==> src/rtl/icache_line_fetch_if.sv <==
// Cache-side line request bus of the instruction-cache refill engine.
//   mem_addr       : byte address of the requested line (bits [3:0] ignored)
//   mem_read_en    : line request, held by the cache until mem_read_valid
//   mem_read_valid : one-cycle pulse, mem_read_data holds the requested line
//   mem_read_data  : 4 x 32-bit line, lane k = word k (byte offset 4k)
// master = cache side, slave = refill engine side.
interface icache_line_fetch_if;
  logic [31:0]       mem_addr;
  logic              mem_read_en;
  logic              mem_read_valid;
  logic [3:0][31:0]  mem_read_data;

  modport master (
    output mem_addr,
    output mem_read_en,
    input  mem_read_valid,
    input  mem_read_data
  );

  modport slave (
    input  mem_addr,
    input  mem_read_en,
    output mem_read_valid,
    output mem_read_data
  );
endinterface

==> src/rtl/icache_line_fetch.sv <==
// Line-refill engine between the instruction cache and a 32-bit synchronous
// word memory. A line request issues four pipelined word reads, the returned
// words are assembled into a 128-bit line and handed back with a one-cycle
// valid pulse. A one-entry buffer answers a repeat of the last filled line
// without touching memory.
// Ports:
//   clk_i      : clock, rising edge
//   rst_i      : synchronous active-high reset
//   flush_i    : invalidates the last-line buffer
//   bus        : cache-side request/response bus (slave modport)
//   busy_o     : high while not idle
//   imem_re_o  : word-memory read enable
//   imem_add_o : word address to memory
//   imem_d_i   : word-memory read data, MEM_LAT cycles after imem_re_o
module icache_line_fetch #(
  parameter int unsigned ADDR_W  = 12,
  parameter int unsigned MEM_LAT = 1,
  parameter int unsigned BUF_EN  = 1
) (
  input  logic              clk_i,
  input  logic              rst_i,
  input  logic              flush_i,
  icache_line_fetch_if.slave bus,
  output logic              busy_o,
  output logic              imem_re_o,
  output logic [ADDR_W-1:0] imem_add_o,
  input  logic [31:0]       imem_d_i
);

  localparam int unsigned TagW = ADDR_W - 2;

  typedef enum logic [1:0] {StIdle, StIssue, StDrain, StDone} state_e;

  state_e                state_q, state_d;
  logic [TagW-1:0]       tag_q, tag_d;
  logic [1:0]            issue_cnt_q, issue_cnt_d;
  logic [1:0]            rcv_cnt_q, rcv_cnt_d;
  logic [MEM_LAT-1:0]    ret_pipe_q, ret_pipe_d;
  logic [3:0][31:0]      line_q, line_d;
  logic [3:0][31:0]      data_q, data_d;
  logic [3:0][31:0]      buf_line_q, buf_line_d;
  logic [TagW-1:0]       buf_tag_q, buf_tag_d;
  logic                  buf_valid_q, buf_valid_d;
  logic                  flush_seen_q, flush_seen_d;

  logic [TagW-1:0]       req_tag;
  logic                  buf_hit;
  logic                  issue;
  logic                  ret;
  logic [3:0][31:0]      line_next;
  logic                  unused_addr;

  // Upper address bits alias onto the same line; byte offset is irrelevant.
  assign req_tag     = bus.mem_addr[ADDR_W+1:4];
  assign unused_addr = ^{bus.mem_addr[31:ADDR_W+2], bus.mem_addr[3:0]};

  assign buf_hit = (BUF_EN != 0) && buf_valid_q && (buf_tag_q == req_tag) && !flush_i;
  assign issue   = (state_q == StIssue);

  // One bit per read in flight; the oldest bit marks a word returning now.
  assign ret = ret_pipe_q[MEM_LAT-1];

  always_comb begin
    ret_pipe_d[0] = issue;
    for (int unsigned i = 1; i < MEM_LAT; i++) begin
      ret_pipe_d[i] = ret_pipe_q[i-1];
    end
  end

  always_comb begin
    line_next = line_q;
    if (ret) begin
      line_next[rcv_cnt_q] = imem_d_i;
    end
  end

  always_comb begin
    state_d      = state_q;
    tag_d        = tag_q;
    issue_cnt_d  = issue_cnt_q;
    rcv_cnt_d    = rcv_cnt_q;
    line_d       = line_q;
    data_d       = data_q;
    buf_line_d   = buf_line_q;
    buf_tag_d    = buf_tag_q;
    buf_valid_d  = buf_valid_q;
    flush_seen_d = flush_seen_q;

    // Returns run independently of the issue side so the two overlap.
    if (ret) begin
      line_d    = line_next;
      rcv_cnt_d = rcv_cnt_q + 2'd1;
    end

    unique case (state_q)
      StIdle: begin
        if (bus.mem_read_en) begin
          if (buf_hit) begin
            state_d = StDone;
            data_d  = buf_line_q;
          end else begin
            state_d      = StIssue;
            tag_d        = req_tag;
            issue_cnt_d  = 2'd0;
            rcv_cnt_d    = 2'd0;
            flush_seen_d = flush_i;
          end
        end
      end
      StIssue: begin
        issue_cnt_d = issue_cnt_q + 2'd1;
        if (issue_cnt_q == 2'd3) begin
          state_d = StDrain;
        end
      end
      StDrain: begin
        if (ret && (rcv_cnt_q == 2'd3)) begin
          state_d = StDone;
          data_d  = line_next;
          // A flush at any point of the fill leaves the buffer invalid.
          if ((BUF_EN != 0) && !flush_seen_q && !flush_i) begin
            buf_line_d  = line_next;
            buf_tag_d   = tag_q;
            buf_valid_d = 1'b1;
          end
        end
      end
      StDone: begin
        // A request still held here is re-sampled next cycle in idle.
        state_d = StIdle;
      end
      default: state_d = StIdle;
    endcase

    if (flush_i) begin
      buf_valid_d = 1'b0;
      if (state_q != StIdle) begin
        flush_seen_d = 1'b1;
      end
    end
  end

  always_ff @(posedge clk_i) begin
    if (rst_i) begin
      state_q      <= StIdle;
      tag_q        <= '0;
      issue_cnt_q  <= '0;
      rcv_cnt_q    <= '0;
      ret_pipe_q   <= '0;
      line_q       <= '0;
      data_q       <= '0;
      buf_line_q   <= '0;
      buf_tag_q    <= '0;
      buf_valid_q  <= 1'b0;
      flush_seen_q <= 1'b0;
    end else begin
      state_q      <= state_d;
      tag_q        <= tag_d;
      issue_cnt_q  <= issue_cnt_d;
      rcv_cnt_q    <= rcv_cnt_d;
      ret_pipe_q   <= ret_pipe_d;
      line_q       <= line_d;
      data_q       <= data_d;
      buf_line_q   <= buf_line_d;
      buf_tag_q    <= buf_tag_d;
      buf_valid_q  <= buf_valid_d;
      flush_seen_q <= flush_seen_d;
    end
  end

  assign busy_o             = (state_q != StIdle);
  assign imem_re_o          = issue;
  assign imem_add_o         = issue ? {tag_q, issue_cnt_q} : '0;
  assign bus.mem_read_valid = (state_q == StDone);
  assign bus.mem_read_data  = data_q;

endmodule

==> src/flat_wrapper.sv <==
// flat-port wrapper written by rule: the top's interface ports become plain ports
module icache_line_fetch_flat 
#(
  parameter int unsigned ADDR_W  = 12,
  parameter int unsigned MEM_LAT = 1,
  parameter int unsigned BUF_EN  = 1
)
  (clk_i, rst_i, flush_i, busy_o, imem_re_o, imem_add_o, imem_d_i, bus_mem_addr, bus_mem_read_en, bus_mem_read_valid, bus_mem_read_data);
  icache_line_fetch_if bus_i ();
  input  logic clk_i;
  input  logic rst_i;
  input  logic flush_i;
  output logic busy_o;
  output logic imem_re_o;
  output logic [ADDR_W-1:0] imem_add_o;
  input  logic [31:0] imem_d_i;
  input wire logic [$bits(bus_i.mem_addr)-1:0] bus_mem_addr;
  input wire logic [$bits(bus_i.mem_read_en)-1:0] bus_mem_read_en;
  output wire logic [$bits(bus_i.mem_read_valid)-1:0] bus_mem_read_valid;
  output wire logic [$bits(bus_i.mem_read_data)-1:0] bus_mem_read_data;
  assign bus_i.mem_addr = bus_mem_addr;
  assign bus_i.mem_read_en = bus_mem_read_en;
  assign bus_mem_read_valid = bus_i.mem_read_valid;
  assign bus_mem_read_data = bus_i.mem_read_data;
  icache_line_fetch #(.ADDR_W(ADDR_W), .MEM_LAT(MEM_LAT), .BUF_EN(BUF_EN)) u_core (.clk_i(clk_i), .rst_i(rst_i), .flush_i(flush_i), .bus(bus_i), .busy_o(busy_o), .imem_re_o(imem_re_o), .imem_add_o(imem_add_o), .imem_d_i(imem_d_i));
endmodule
==> config.mk <==
export PLATFORM = sky130hd
export DESIGN_NAME = icache_line_fetch_flat
export DESIGN_NICKNAME = d
export VERILOG_FILES = /design/src/rtl/icache_line_fetch_if.sv /design/src/rtl/icache_line_fetch.sv /design/src/flat_wrapper.sv
export SDC_FILE = /design/constraint.sdc
export NUM_CORES = 1
export LEC_CHECK = 0
export ABC_AREA = 1
export BUFFER_PORTS_ARGS = -buffer_cell sky130_fd_sc_hd__buf_4
export CAP_MARGIN = 20
export CELL_PAD_IN_SITES_DETAIL_PLACEMENT = 2
export CELL_PAD_IN_SITES_GLOBAL_PLACEMENT = 2
export CORE_MARGIN = 5
export CORE_UTILIZATION = 35
export CTS_BUF_LIST = sky130_fd_sc_hd__clkbuf_4
export DETAILED_ROUTE_END_ITERATION = 16
export GPL_TIMING_DRIVEN = 0
export PLACE_DENSITY_LB_ADDON = 0.1
export SETUP_SLACK_MARGIN = 0.15
export SYNTH_ARGS = -nofsm -noshare
export SYNTH_HDL_FRONTEND = slang
export SYNTH_SLANG_ARGS = --single-unit
==> constraint.sdc <==
create_clock -name clk_i -period 2.1 [get_ports clk_i]
set_input_delay 0.105 -clock clk_i [delete_from_list [all_inputs] [get_ports clk_i]]
set_output_delay 0.105 -clock clk_i [all_outputs]
set_load 0.1 [all_outputs]
==> results_dict.tcl <==
set metrics [dict create \
    tightestPinTransition_ns 0.9895 \
    routedWlPerCell_um 28.34 \
    layout.nets 2627 \
    finalCritPeriodShare_pct 108.1 \
    grt_max_degree 16 \
    hold_viol 0 \
    critical_path_class "flip-flop to flip-flop" \
    slowest_stage "a211oi_1" \
    clock_latency_ns 0.93 \
    die_w_um 227.6 \
    ys_seq_area_share_pct 49.90 \
    p_clk_share_pct 19.0 \
    gp_congestion 0.8012 \
    placed_area_um2 18930 \
    ys_warn_count 0 \
    grt_pass1_vias 18540 \
    synth_seq_cells 413 \
    synth_fp_nets 2240 \
    grt.overflow.total 0 \
    setup_violations 101 \
    period_needed_ns 2.270 \
    drive_above_1_share_pct 28.96 \
    critPathMaxStageDelay_ns 0.42 \
    p_per_area_nw_per_um2 1783 \
    grt_antenna_before_repair 2 \
    postRouteAntennaNets 0 \
    start_util_pct 35.52 \
    hold_class "primary input to flip-flop" \
    cp_num_buf_inv 5 \
    clockRootBuffer "clkbuf_4" \
    swShare_pct 52.77 \
    power_frac_seq_pct 24.5 \
    critical_path.cell_chain "inv_4 > ha_4 > inv_4 > nor4_4 > buf_6 > buf_8 > buf_4 > nor2_1 > a211oi_1" \
    rsz0062_at_grt "yes" \
    combPwrFrac_pct 56.5 \
    io_buffers 187 \
    fin_skew_ns 0.09476 \
    clock_path_buffers 3 \
    crit_path_frequent_cell "inv_4" \
    die_area_um2 51790 \
    fin_cells 3240 \
    cap_violations 0 \
    cts_tree "built" \
    die_h_um 227.6 \
    critPathArrivalTime_ns 3.04 \
    setup_ws_ns -0.1704 \
    synth_cell_types 24 \
    cts_sinks 413 \
    design_area_um2 23250 \
    routed_wl_mm 91.83 \
    start_kind "flip-flop" \
    drtPass1Iterations 5 \
    slew_violations 0 \
    num_rows 79 \
    utilization_pct 49.84 \
    pre_cts_slack_ns -0.6426 \
    io_pins 211 \
    ir_worst_vdd_mv 1.157 \
    area_growth_pct 40.32 \
    via_count 17720 \
    p_leak_nw 10.81 \
    holdWs_ns 0.06731 \
    slew-limit-headroom_pct 34.04 \
    dpl.hpwl_mm 44.85 \
    track_usage_pct 27.50 \
    drc_errors 0 \
    cp_top_family "buffers and inverters" \
    cp_max_fo 10 \
    clk_pin_slew_ns 0.12 \
    power.internal_w 0.01958 \
    numCtsBuffers 113 \
    netlist_area_um2 16570 \
    crit_path_end_kind "flip-flop" \
    syn-instance-count 2163 \
    violations "setup timing" \
    drt-initial-drc-count 1222 \
    coreArea_um2 46650 \
    avgSynthCellArea_um2 7.660 \
    dp.cells 2958 \
    required_ns 2.87 \
    vias_per_cell 5.470 \
    status "finished, violations left" \
    p_switching_w 0.02187 \
    grt_pass1_wl_mm 109.0 \
    fmax_mhz 440.5 \
    htree_levels 3 \
]
## metal layers
layer	global-route usage [%]	wire, um
met5	0	13
met3	4.887	5149
met2	48.76	44990
met4	14.43	7075
met1	31.58	34590
## cell families (layout without fill, tap and decap cells)
| kind of cell | count (synthesis) | count (layout) | synth area share, % |
|---|---|---|---|
| AND/OR/NAND/NOR | 1001 | 1001 | 22.90 |
| flip-flops | 413 | 413 | 49.90 |
| buffers and inverters | 317 | 785 | 7.876 |
| AO/OA/AOI/OAI | 294 | 294 | 10.86 |
| multiplexers | 128 | 128 | 7.732 |
| adder cells (fa/ha/maj) | 9 | 9 | 0.6796 |
| XOR/XNOR | 1 | 1 | 0.05287 |
| other | 0 | 2 | 0 |
## worst reg2reg max path: cells and delay by family, from the launching register on
family / cells / cell delay (ns)
adders and majority gates: 1 / 0.18
and+or+nand+nor: 2 / 0.36
AOI/OAI and AO/OA: 1 / 0.42
DFF: 1 / 0.40
buffers and inverters: 5 / 0.81
## synth_stat cells, drive strengths merged
master / instances / area (um2)
nand4: 1 / 6.260
nand3: 2 / 10.01
xnor2: 1 / 8.760
inv: 171 / 641.9
o21ai: 151 / 755.7
nor4: 1 / 21.27
nand2: 437 / 1643
nor3: 2 / 10.01
clkbuf: 72 / 270.3
mux2i: 128 / 1281
dfxtp: 413 / 8268
ha: 9 / 112.6
nor2: 555 / 2083
a211oi: 129 / 968.4
buf: 74 / 392.9
a21boi: 1 / 7.510
a21oi: 12 / 60.06
o211ai: 1 / 7.510
nand3b: 2 / 15.01
or2: 1 / 6.260
## through the flow
step / power (W) / setup TNS [ns]
after global routing: 0.04294 / -8.060
after floorplan: 0.02349 / -1.570
after detailed placement: 0.02789 / -116.71
after global placement: 0.02743 / -109.16
final: 0.04145 / -3.173
after CTS: 0.03693 / -0.0007354
## timing repair
item | 4_1_cts | 5_1_grt
pin swaps | 22 | 47
setup buffers | 11 | 9
gates resized for setup | 264 | 292
endpoints found under the hold margin | 386 | 0
gates cloned | 3 | 16
endpoints found under the setup margin | 296 | 295
hold buffers | 46 | 0
## worst paths after layout
path	start	end	slack, ns	cells after the start
max	u_core.state_q[0]$_SDFFE_PP0P_	u_core.buf_line_q[5]$_SDFFE_PP0P_	-0.17	9
min	bus_mem_addr[10]	u_core.tag_q[6]$_SDFFE_PP0P_	0.07	4
max reg2reg	u_core.state_q[0]$_SDFFE_PP0P_	u_core.buf_line_q[5]$_SDFFE_PP0P_	-0.17	9
min reg2reg	u_core.buf_line_q[112]$_SDFFE_PP0P_	u_core.buf_line_q[112]$_SDFFE_PP0P_	0.49	2
## power groups by stage
stage / Sequential [W] / Clock [W] / Combinational [W]
global route: 0.0103 / 0.00833 / 0.0243
finish: 0.0101 / 0.00789 / 0.0234
global placement: 0.0100 / 0 / 0.0174
floorplan: 0.0178 / 0 / 0.00573
detailed placement: 0.0101 / 0 / 0.0178
CTS: 0.00999 / 0.00744 / 0.0195
## registers in the layout, summed over array words and instances (netlist names)
register / flops
u_core.buf_tag_q: 10
u_core.issue_cnt_q: 2
u_core.tag_q: 10
u_core.bus.mem_read_data: 128
u_core.rcv_cnt_q: 2
u_core.buf_line_q: 128
u_core.state_q: 2
u_core.ret: 1
u_core.line_q: 128
u_core.flush_seen_q: 1
u_core.buf_valid_q: 1
## placed cells by master, fill, tap and decap left out, types with 24 or more instances in the layout
cell type / netlist / routed
nor2_1: 555 / 494
dfxtp_1: 413 / 407
nand2_1: 436 / 327
buf_4: 12 / 199
clkbuf_4: 0 / 172
inv_1: 169 / 152
o21ai_0: 151 / 141
a211oi_1: 129 / 109
mux2i_1: 128 / 88
nand2_2: 1 / 72
nor2_2: 0 / 49
dlygate4sd3_1: 0 / 45
clkbuf_1: 72 / 44
nand2_4: 0 / 38
mux2i_2: 0 / 36
buf_12: 0 / 30
buf_8: 0 / 25
clkinv_1: 0 / 24
## area by class of cell
type / instances / area [um2]
Sequential cell: 413 / 8280
Tap cell: 607 / 759.5
Buffer: 146 / 1323
Clock buffer: 165 / 1239
Fill cell: 5091 / 23400
Inverter: 171 / 689.4
Multi-Input combinational cell: 1433 / 8024
Antenna cell: 2 / 5.005
Clock inverter: 31 / 150.1
Timing Repair Buffer: 272 / 2781
(Power assumes the default switching activity.)
